`src/rtl/mine_action_ctrl.sv`:
```
// rtl/mine_action_ctrl.sv - click-to-verdict sequencer for the mine board
// Keeps flagged/revealed bitmaps, flag/reveal counters and the win/lose state; every output is registered.
module mine_action_ctrl #(
  parameter int MINES_EASY   = 10,
  parameter int MINES_MEDIUM = 20,
  parameter int MINES_HARD   = 40,
  parameter int TIMEOUT      = 4
) (
  input  logic       clk,
  input  logic       rst,
  input  logic       left_click,
  input  logic       right_click,
  input  logic [4:0] button_ind_x_in,
  input  logic [4:0] button_ind_y_in,
  input  logic [1:0] level,
  input  logic       explode,
  input  logic       mark_flag,
  input  logic       defuse,
  output logic       flag,
  output logic       bomb,
  output logic       cell_we,
  output logic [4:0] cell_x,
  output logic [4:0] cell_y,
  output logic [1:0] cell_state,
  output logic [7:0] flags_left,
  output logic [7:0] revealed_cnt,
  output logic       busy,
  output logic       game_over,
  output logic       game_won,
  output logic       timeout_err
);

  typedef enum logic [2:0] {IDLE, ISSUE, WAIT, UPDATE, LOST, WON} state_t;

  state_t       state, state_n;
  logic [1:0]   lvl_q, lvl_n;
  logic         op_q, op_n;
  logic [7:0]   wait_cnt, wait_cnt_n;
  logic [255:0] flagged, flagged_n, revealed, revealed_n;
  logic         flag_n, bomb_n, cell_we_n, busy_n, game_over_n, game_won_n, timeout_n;
  logic [4:0]   cell_x_n, cell_y_n, board_n;
  logic [1:0]   cell_state_n;
  logic [7:0]   flags_left_n, revealed_cnt_n;
  logic [7:0]   click_idx, cell_idx;
  logic         click_ok;

  function automatic logic [7:0] mines_of(input logic [1:0] l);
    case (l)
      2'd1:    return 8'(MINES_EASY);
      2'd2:    return 8'(MINES_MEDIUM);
      2'd3:    return 8'(MINES_HARD);
      default: return 8'd0;
    endcase
  endfunction

  function automatic logic [4:0] size_of(input logic [1:0] l);
    case (l)
      2'd1:    return 5'd8;
      2'd2:    return 5'd10;
      2'd3:    return 5'd16;
      default: return 5'd0;
    endcase
  endfunction

  function automatic logic [7:0] safe_of(input logic [1:0] l);
    case (l)
      2'd1:    return 8'(64 - MINES_EASY);
      2'd2:    return 8'(100 - MINES_MEDIUM);
      2'd3:    return 8'(256 - MINES_HARD);
      default: return 8'd0;
    endcase
  endfunction

  // Bitmap index is column-major: (x-1)*16 + (y-1).
  assign click_idx = {4'(button_ind_x_in - 5'd1), 4'(button_ind_y_in - 5'd1)};
  assign cell_idx  = {4'(cell_x - 5'd1), 4'(cell_y - 5'd1)};
  assign board_n   = size_of(lvl_q);
  assign click_ok  = (lvl_q != 2'd0) && (left_click ^ right_click)
                  && (button_ind_x_in >= 5'd1) && (button_ind_x_in <= board_n)
                  && (button_ind_y_in >= 5'd1) && (button_ind_y_in <= board_n);

  always_comb begin
    state_n        = state;
    lvl_n          = lvl_q;
    op_n           = op_q;
    wait_cnt_n     = wait_cnt;
    flagged_n      = flagged;
    revealed_n     = revealed;
    cell_x_n       = cell_x;
    cell_y_n       = cell_y;
    cell_state_n   = cell_state;
    flags_left_n   = flags_left;
    revealed_cnt_n = revealed_cnt;
    game_over_n    = game_over;
    game_won_n     = game_won;
    timeout_n      = 1'b0;
    if (level != lvl_q) begin
      lvl_n          = level;
      state_n        = IDLE;
      wait_cnt_n     = 8'd0;
      flagged_n      = '0;
      revealed_n     = '0;
      revealed_cnt_n = 8'd0;
      game_over_n    = 1'b0;
      game_won_n     = 1'b0;
      flags_left_n   = mines_of(level);
    end else begin
      case (state)
        IDLE: if (click_ok) begin
          cell_x_n   = button_ind_x_in;
          cell_y_n   = button_ind_y_in;
          op_n       = right_click;
          wait_cnt_n = 8'd0;
          if (left_click) begin
            if (!flagged[click_idx] && !revealed[click_idx]) state_n = ISSUE;
          end else if (flagged[click_idx]) begin
            state_n              = UPDATE;
            cell_state_n         = 2'd0;
            flagged_n[click_idx] = 1'b0;
            flags_left_n         = flags_left + 8'd1;
          end else if (!revealed[click_idx] && (flags_left != 8'd0)) begin
            state_n = ISSUE;
          end
        end
        ISSUE: state_n = WAIT;
        WAIT: begin
          if (!op_q && explode) begin
            state_n      = UPDATE;
            cell_state_n = 2'd3;
          end else if (!op_q && defuse) begin
            state_n              = UPDATE;
            cell_state_n         = 2'd2;
            revealed_n[cell_idx] = 1'b1;
            revealed_cnt_n       = revealed_cnt + 8'd1;
          end else if (op_q && mark_flag) begin
            state_n             = UPDATE;
            cell_state_n        = 2'd1;
            flagged_n[cell_idx] = 1'b1;
            if (flags_left != 8'd0) flags_left_n = flags_left - 8'd1;
          end else if (wait_cnt == 8'(TIMEOUT - 1)) begin
            state_n   = IDLE;
            timeout_n = 1'b1;
          end else begin
            wait_cnt_n = wait_cnt + 8'd1;
          end
        end
        UPDATE: begin
          if (cell_state == 2'd3) begin
            state_n     = LOST;
            game_over_n = 1'b1;
          end else if (revealed_cnt == safe_of(lvl_q)) begin
            state_n    = WON;
            game_won_n = 1'b1;
          end else begin
            state_n = IDLE;
          end
        end
        LOST:    state_n = LOST;
        WON:     state_n = WON;
        default: state_n = IDLE;
      endcase
    end
    // Strobes are derived from the state being entered so they line up with it.
    flag_n    = (state_n == ISSUE) && op_n;
    bomb_n    = (state_n == ISSUE) && !op_n;
    cell_we_n = (state_n == UPDATE);
    busy_n    = (state_n == ISSUE) || (state_n == WAIT) || (state_n == UPDATE);
  end

  always_ff @(posedge clk) begin
    if (rst) begin
      state        <= IDLE;
      lvl_q        <= level;
      op_q         <= 1'b0;
      wait_cnt     <= 8'd0;
      flagged      <= '0;
      revealed     <= '0;
      flag         <= 1'b0;
      bomb         <= 1'b0;
      cell_we      <= 1'b0;
      cell_x       <= 5'd0;
      cell_y       <= 5'd0;
      cell_state   <= 2'd0;
      flags_left   <= mines_of(level);
      revealed_cnt <= 8'd0;
      busy         <= 1'b0;
      game_over    <= 1'b0;
      game_won     <= 1'b0;
      timeout_err  <= 1'b0;
    end else begin
      state        <= state_n;
      lvl_q        <= lvl_n;
      op_q         <= op_n;
      wait_cnt     <= wait_cnt_n;
      flagged      <= flagged_n;
      revealed     <= revealed_n;
      flag         <= flag_n;
      bomb         <= bomb_n;
      cell_we      <= cell_we_n;
      cell_x       <= cell_x_n;
      cell_y       <= cell_y_n;
      cell_state   <= cell_state_n;
      flags_left   <= flags_left_n;
      revealed_cnt <= revealed_cnt_n;
      busy         <= busy_n;
      game_over    <= game_over_n;
      game_won     <= game_won_n;
      timeout_err  <= timeout_n;
    end
  end

endmodule

```
`config.mk`:
```
export PLATFORM = sky130hd
export DESIGN_NAME = mine_action_ctrl
export DESIGN_NICKNAME = d
export VERILOG_FILES = /design/src/rtl/mine_action_ctrl.sv
export SDC_FILE = /design/constraint.sdc
export NUM_CORES = 1
export LEC_CHECK = 0
export BUFFER_PORTS_ARGS = -buffer_cell sky130_fd_sc_hd__buf_4
export CORE_MARGIN = 3
export CORE_UTILIZATION = 35
export CTS_CLUSTER_DIAMETER = 30
export DETAILED_ROUTE_END_ITERATION = 10
export MAX_ROUTING_LAYER = met4
export PLACE_DENSITY = 0.62
export SYNTH_ARGS = -nofsm -noshare
export SYNTH_HDL_FRONTEND = slang
export SYNTH_SLANG_ARGS = --single-unit
```
`constraint.sdc`:
```
create_clock -name clk -period 5.5 [get_ports clk]
set_clock_uncertainty 0.05 [all_clocks]
set_input_delay 1.65 -clock clk [delete_from_list [all_inputs] [get_ports clk]]
set_output_delay 1.65 -clock clk [all_outputs]
set_load 0.02 [all_outputs]
```
==> flow_summary.json, run 1 <==
{
  "crit_arrival_ns": 5.40,
  "slew_viol_final": 0,
  "htreeDepth": 3,
  "min_period_over_period": 0.890,
  "cp_slowest_cell": "or4_1",
  "dieArea_mm2": 0.0788,
  "globalRoute.totalOverflow": 0,
  "power.switching_mw": 3.04,
  "place_congestion": 0.979,
  "grt_pass1_vias": 22800,
  "worstHoldEndpoint": "flagged[81]",
  "wire_per_inst_um": 23.6,
  "powerDensity_mw_per_mm2": 371,
  "rsz0062_at_grt": "no",
  "power_frac_comb": 0.067,
  "clock_latency_ns": 0.68,
  "top_level_ports": 54,
  "crit_top_cell": "buf_4",
  "syn_area_per_cell_um2": 8.93,
  "ys_top_cells_by_area": "dfxtp_1, mux4_2, a21oi_1",
  "cts_sinks": 561,
  "synth-edff-count": 10,
  "drt-pass1-iter-count": 8,
  "numPortBuffers": 53,
  "setup_viol": 0,
  "crit_fanout": 10,
  "coreArea_mm2": 0.0746,
  "p_leak_nw": 10.4,
  "fin_area_mm2": 0.0325,
  "seq_power_share": 0.342,
  "end_kind": "flip-flop",
  "r2r_start": "lvl_q[1]",
  "switching_share": 0.253,
  "r2r_end": "flagged[111]",
  "post_cts_buffers": 0,
  "p_int_mw": 9.00,
  "start_util": 0.354,
  "synth_fp_nets": 3006,
  "area_growth_pct": 23.0,
  "hold_viol": 0,
  "antenna_left": 0,
  "antenna_found_initial": 3,
  "yosys.area.top_type": "dfxtp_1",
  "status": "finished clean",
  "cts.repair.resized": 0,
  "ys_ff_latch": 561,
  "routed_wl_mm": 95.8,
  "drive_above_1_share": 0.202,
  "syn-cell-area_mm2": 0.0264,
  "cts_buffers": 113,
  "hold_path_class": "reg -> reg",
  "vdd_drop_max_uv": 252,
  "grt_usage": 0.243,
  "yosys-top-cells-count": "dfxtp_1, a21oi_1, nor2_1",
  "cp_cell_sequence": "clkbuf_8 -> buf_4 -> buf_4 -> or4_1 -> nand2_1 -> mux2i_1 -> o21ai_0 -> a22oi_1 -> nand3_1 -> o21ai_2 -> buf_4 -> o2111ai_2 -> a221oi_1",
  "vias": 24500,
  "worst_hold_startpoint": "flagged[81]",
  "ys.flop_type": "dfxtp_1",
  "dr.first_iter.drc_count": 3044,
  "cp-start-kind": "primary input",
  "worstMarginPinSlew_ns": 1.26,
  "dieHeight_um": 281,
  "ff_latch_area_mm2": 0.0113,
  "place_area_mm2": 0.0284,
  "synthArstFlopShare": 0,
  "ff2ff_path_depth": 15,
  "relSlewSlack": 0.158,
  "r2r_setup_slack_ns": 1.49,
  "layout.nets": 3045,
  "max_cap_violations": 0,
  "cp_data_required_time_ns": 6.00,
  "nFillCells": 7132,
  "yosysSeqAreaShare": 0.429,
  "synth.distinct_cells": 68,
  "synthCells": 2957,
  "worstSetupPathType": "in -> reg",
  "dieWidth_um": 281,
  "cts.reportedPaths.clkPinSlew_ns": 0.05,
  "dp_hpwl_mm": 60.9,
  "cts_tree": "yes",
  "clock_path_buffers": 3,
  "critPathMaxStageDelay_ns": 0.52,
  "hold_depth": 2,
  "ys.warnings.count": 0,
  "grt_pass1_wl_mm": 144,
  "drc": 0,
  "grt_max_degree": 150,
  "rows": 100,
  "fin_tns_setup_ns": 0,
  "multiInputGateArea_mm2": 0.0135,
  "vias_per_cell": 6.04,
  "synth_top_area_frac": 0.418,
  "fmax_mhz": 204,
  "root_buffer": "clkbuf_16",
  "synth_most_common_cell": "dfxtp_1",
  "clock_power_share": 0.592,
  "fin_crit_ns": 4.90,
  "cts-hold-fix-buffers": 0,
  "hold_slack_ns": 0.392
}
registers in the layout (all words and copies together), names as in the netlist:
register      flops
cell_we           1
game_won          1
wait_cnt          8
lvl_q             2
bomb              1
cell_x            5
busy              1
flagged         256
op_q              1
timeout_err       1
cell_state        2
state             3
flag              1
revealed        256
game_over         1
flags_left        8
cell_y            5
revealed_cnt      8
power by group through the flow:
stage	registers (mW)	clock network (mW)	logic (mW)
finish	4.12	7.12	0.802
floorplan	4.20	0	0.452
global placement	4.20	0	0.780
detailed placement	4.20	0	0.778
global route	4.11	7.39	0.835
CTS	4.12	7.19	0.780
layout by cell type, fill, tap and decap left out, drive strengths merged, types with 6 or more instances in the layout:
| cell | Yosys | final |
|---|---|---|
| a211oi | 22 | 22 |
| a21boi | 6 | 6 |
| nand3 | 24 | 24 |
| xor2 | 16 | 16 |
| nand4 | 16 | 16 |
| nand2b | 13 | 13 |
| xnor2 | 12 | 12 |
| nor2 | 379 | 379 |
| and2 | 35 | 35 |
| o21ai | 118 | 118 |
| mux4 | 124 | 124 |
| bufinv | 0 | 14 |
| o31ai | 65 | 65 |
| nand2 | 100 | 100 |
| mux2i | 24 | 24 |
| clkbuf | 211 | 136 |
| clkinv | 3 | 38 |
| ha | 29 | 29 |
| o211ai | 58 | 58 |
| and3 | 10 | 10 |
| a31oi | 12 | 12 |
| a31o | 64 | 64 |
| dfxtp | 551 | 551 |
| a221oi | 39 | 39 |
| edfxtp | 10 | 10 |
| clkinvlp | 0 | 13 |
| a21oi | 505 | 505 |
| buf | 56 | 190 |
| nor4 | 12 | 12 |
| inv | 170 | 186 |
| a311oi | 79 | 79 |
| o2111ai | 12 | 12 |
| nor2b | 15 | 15 |
| o22ai | 16 | 16 |
| nor3 | 86 | 86 |
per-stage QoR:
| stage | instances | setup WS, ns | util | power [mW] |
|---|---|---|---|---|
| 2_1_floorplan | 2957 | 0.00946 | - | 4.65 |
| 3_3_place_gp | 3850 | 0.126 | 0.381 | 4.98 |
| 3_5_place_dp | 3850 | 0.0156 | 0.381 | 4.97 |
| 4_1_cts | 4063 | 0.743 | 0.436 | 12.1 |
| 5_1_grt | 4065 | 0.568 | 0.436 | 12.3 |
| 6_report | 4065 | 0.605 | 0.436 | 12.0 |
worst max path at each step:
stage / start / to / slack (ns) / cells after the start
3_3_place_gp: button_ind_y_in[0] / flagged[103] / 0.13 / 13
3_5_place_dp: button_ind_y_in[0] / flagged[97] / 0.02 / 13
4_1_cts: button_ind_y_in[0] / flagged[111] / 0.74 / 13
6_report: button_ind_y_in[0] / flagged[111] / 0.60 / 13
5_1_grt: button_ind_y_in[0] / flagged[97] / 0.57 / 13
2_1_floorplan: button_ind_y_in[0] / flagged[109] / 0.009 / 18
worst max-delay path, delay by kind of cell:
family                 cells  cell delay [ns]
muxes                      1             0.44
AOI/OAI and AO/OA          5             1.37
buffers and inverters      4             0.68
and+or+nand+nor            3             1.25
area by class of cell:
cell class | instances | area share
clock inverters | 78 | 0.0310
multi-input cells | 1956 | 0.416
clock buffers | 135 | 0.0936
diodes | 2 | 0.000154
flip-flops and latches | 561 | 0.349
repair buffers | 191 | 0.0532
inverters | 173 | 0.0202
well taps | 969 | 0.0373
kinds of logic after synthesis:
logic type / share of synthesized area
compound gates: 0.248
xor+xnor: 0.00928
fa+ha+maj: 0.0145
buf+inv: 0.0650
flops: 0.429
mux: 0.116
simple gates: 0.119
routing by layer:
layer  global-route usage  wire, um  up-vias
met5                    -         0        -
met1                0.325     39900    11900
met2                0.348     41700     1372
li1                     -         -    10900
met3               0.0583     10200      285
met4                0.106      4020        0
(Power assumes the default switching activity.)
==> run 2, diff against run 1 <==
--- a/config.mk
+++ b/config.mk
@@ -11,7 +11,6 @@
 export CTS_CLUSTER_DIAMETER = 30
 export DETAILED_ROUTE_END_ITERATION = 10
 export MAX_ROUTING_LAYER = met4
-export PLACE_DENSITY = 0.62
 export SYNTH_ARGS = -nofsm -noshare
 export SYNTH_HDL_FRONTEND = slang
 export SYNTH_SLANG_ARGS = --single-unit
==> run 2 against run 1 <==
  * Final area about the same
  * Via count shrank 0.73%
  * Critical path depth increased by 3
  * Routed wire length increased by 0.30%
  * Die area unchanged
  * Clock power fell by 0.8%
  * Non-clock buffer count increased by 9
  * Clock-buffer cell count shrank 1
  * Global-route usage is 0.24 points higher
  * Sequential power barely moved
  * Total power shrank 0.45%
  * Flip-flop and latch count unchanged
==> flow_summary.json, run 2 (synthesized netlist as in run 1, its figures left out) <==
{
  "rsz0062_at_grt": "no",
  "drive_above_1_share": 0.203,
  "slew_viol_final": 0,
  "post_cts_buffers": 0,
  "r2r_end": "flags_left[7]",
  "antenna_found_initial": 2,
  "ff2ff_path_depth": 12,
  "clock_path_buffers": 3,
  "fin_tns_setup_ns": 0,
  "globalRoute.totalOverflow": 0,
  "powerDensity_mw_per_mm2": 369,
  "numPortBuffers": 53,
  "worstHoldEndpoint": "flagged[90]",
  "top_level_ports": 54,
  "cp-start-kind": "primary input",
  "power_mw": 12.0,
  "r2r_start": "state[2]",
  "critPathMaxStageDelay_ns": 0.62,
  "power_frac_comb": 0.067,
  "status": "finished clean",
  "cts.reportedPaths.clkPinSlew_ns": 0.05,
  "final_cell_mix": "dfxtp_1, a21oi_1, nor2_1",
  "vdd_drop_max_uv": 233,
  "top_regs": "flagged x256, revealed x256",
  "crit_fanout": 45,
  "pre_cts_slack_ns": 0.0604,
  "clock_power_share": 0.589,
  "root_buffer": "clkbuf_16",
  "fmax_mhz": 205,
  "seq_power_share": 0.344,
  "fin_crit_ns": 4.89,
  "vias_per_cell": 5.98,
  "coreArea_mm2": 0.0746,
  "dieArea_mm2": 0.0788,
  "worst_hold_startpoint": "flagged[90]",
  "cts.repair.resized": 0,
  "p_int_mw": 9.05,
  "antenna_left": 0,
  "stdcell_count": 4075,
  "dieWidth_um": 281,
  "cts_tree": "yes",
  "dp_hpwl_mm": 61.0,
  "cp_cell_sequence": "buf_4 -> inv_1 -> ha_4 -> buf_4 -> mux4_2 -> nand2_1 -> a21oi_1 -> a221oi_1 -> nand2_1 -> nand4_1 -> and4_1 -> a2111oi_4 -> buf_12 -> or2_2 -> buf_12 -> a311oi_1",
  "dieHeight_um": 281,
  "power.switching_mw": 2.93,
  "clock_latency_ns": 0.68,
  "cp_data_required_time_ns": 6.00,
  "grt_pass1_wl_mm": 145,
  "crit_arrival_ns": 5.39,
  "p_leak_nw": 10.4,
  "final_common_cell": "dfxtp_1",
  "cts_sinks": 561,
  "start_util": 0.354,
  "cts_buffers": 112,
  "vias": 24400,
  "hold_viol": 0,
  "place_inst": 3859,
  "cts-hold-fix-buffers": 0,
  "area_growth_pct": 23.1,
  "htreeDepth": 3,
  "dr.first_iter.drc_count": 2874,
  "worstMarginPinSlew_ns": 1.19,
  "switching_share": 0.245,
  "hold_depth": 2,
  "wire_per_inst_um": 23.6,
  "layout.nets": 3053,
  "post-route-util": 0.436,
  "cp_top_family": "buffers and inverters",
  "max_cap_violations": 0,
  "grt_pass1_vias": 22700,
  "grt_usage": 0.245,
  "routed_wl_mm": 96.1,
  "grt_max_degree": 174,
  "end_kind": "flip-flop",
  "path_buf_inv": 5,
  "place_congestion": 0.936,
  "fin_ws_ns": 0.612,
  "setup_viol": 0,
  "drc": 0,
  "r2r_setup_slack_ns": 1.65,
  "cp_slowest_cell": "ha_4",
  "worstSetupPathType": "in -> reg",
  "min_period_over_period": 0.889,
  "drt-pass1-iter-count": 6,
  "hold_path_class": "reg -> reg",
  "relSlewSlack": 0.201,
  "rows": 100
}
## run 2: changes by cell type in the layout (fill, tap and decap cells not counted), moves of 2 or more
| cell | before | now |
|---|---|---|
| clkinv_16 | 5 | 2 |
| bufinv_16 | 14 | 17 |
| clkinv_2 | 22 | 29 |
| clkinvlp_4 | 13 | 16 |
| nor3_1 | 76 | 78 |
| nor3_2 | 10 | 8 |
| inv_6 | 12 | 2 |
| buf_4 | 167 | 175 |
| clkbuf_1 | 9 | 12 |
| inv_8 | 3 | 1 |
| clkbuf_8 | 14 | 10 |
| clkinv_4 | 7 | 9 |
## run 2: cell type report
cell class                 count  area [um2]
fill                        7146       42100
multi-input combinational   1956       13500
sequential                   561       11300
clock buffer                 134        3000
timing repair buffer         200        1810
tap                          969        1210
clock inverter                79        1000
inverter                     173         657
antenna                        3        7.51
## run 2: layer usage
layer,routed length [um],track usage,share of wire,vias up
met5,0,-,0,-
met4,3300,0.0861,0.034,0
met3,9670,0.0606,0.10,245
met2,42000,0.352,0.44,1272
met1,41100,0.335,0.43,11900
li1,-,-,-,11000
## run 2: worst max path at each step
| stage | startpoint | end | slack (ns) | cells after the start |
|---|---|---|---|---|
| after global routing | button_ind_y_in[0] | busy | 0.41 | 15 |
| after global placement | button_ind_y_in[0] | flag | 0.05 | 15 |
| after floorplan | button_ind_y_in[0] | flagged[109] | 0.009 | 18 |
| after CTS | button_ind_y_in[0] | flagged[159] | 0.75 | 16 |
| final | button_ind_y_in[1] | flagged[152] | 0.61 | 16 |
| after detailed placement | button_ind_y_in[0] | flagged[51] | 0.06 | 16 |
## run 2: power groups by stage
stage | registers (mW) | clock network (mW) | logic (mW)
finish | 4.12 | 7.06 | 0.804
global placement | 4.20 | 0 | 0.783
global route | 4.12 | 7.34 | 0.845
detailed placement | 4.20 | 0 | 0.784
CTS | 4.12 | 7.13 | 0.786
floorplan | 4.20 | 0 | 0.452
## run 2: stage by stage
stage | hold WS (ns) | instance area, um2
6_report | 0.395 | 32500
5_1_grt | 0.415 | 32500
4_1_cts | 0.395 | 32500
3_5_place_dp | 0.388 | 28500
3_3_place_gp | 0.382 | 28500
2_1_floorplan | 0.370 | 26400
## run 2: worst min-delay path, stage by stage (launching register included)
cell     delay (ns)
dfxtp_1        0.30
inv_1          0.05
a21oi_1        0.05
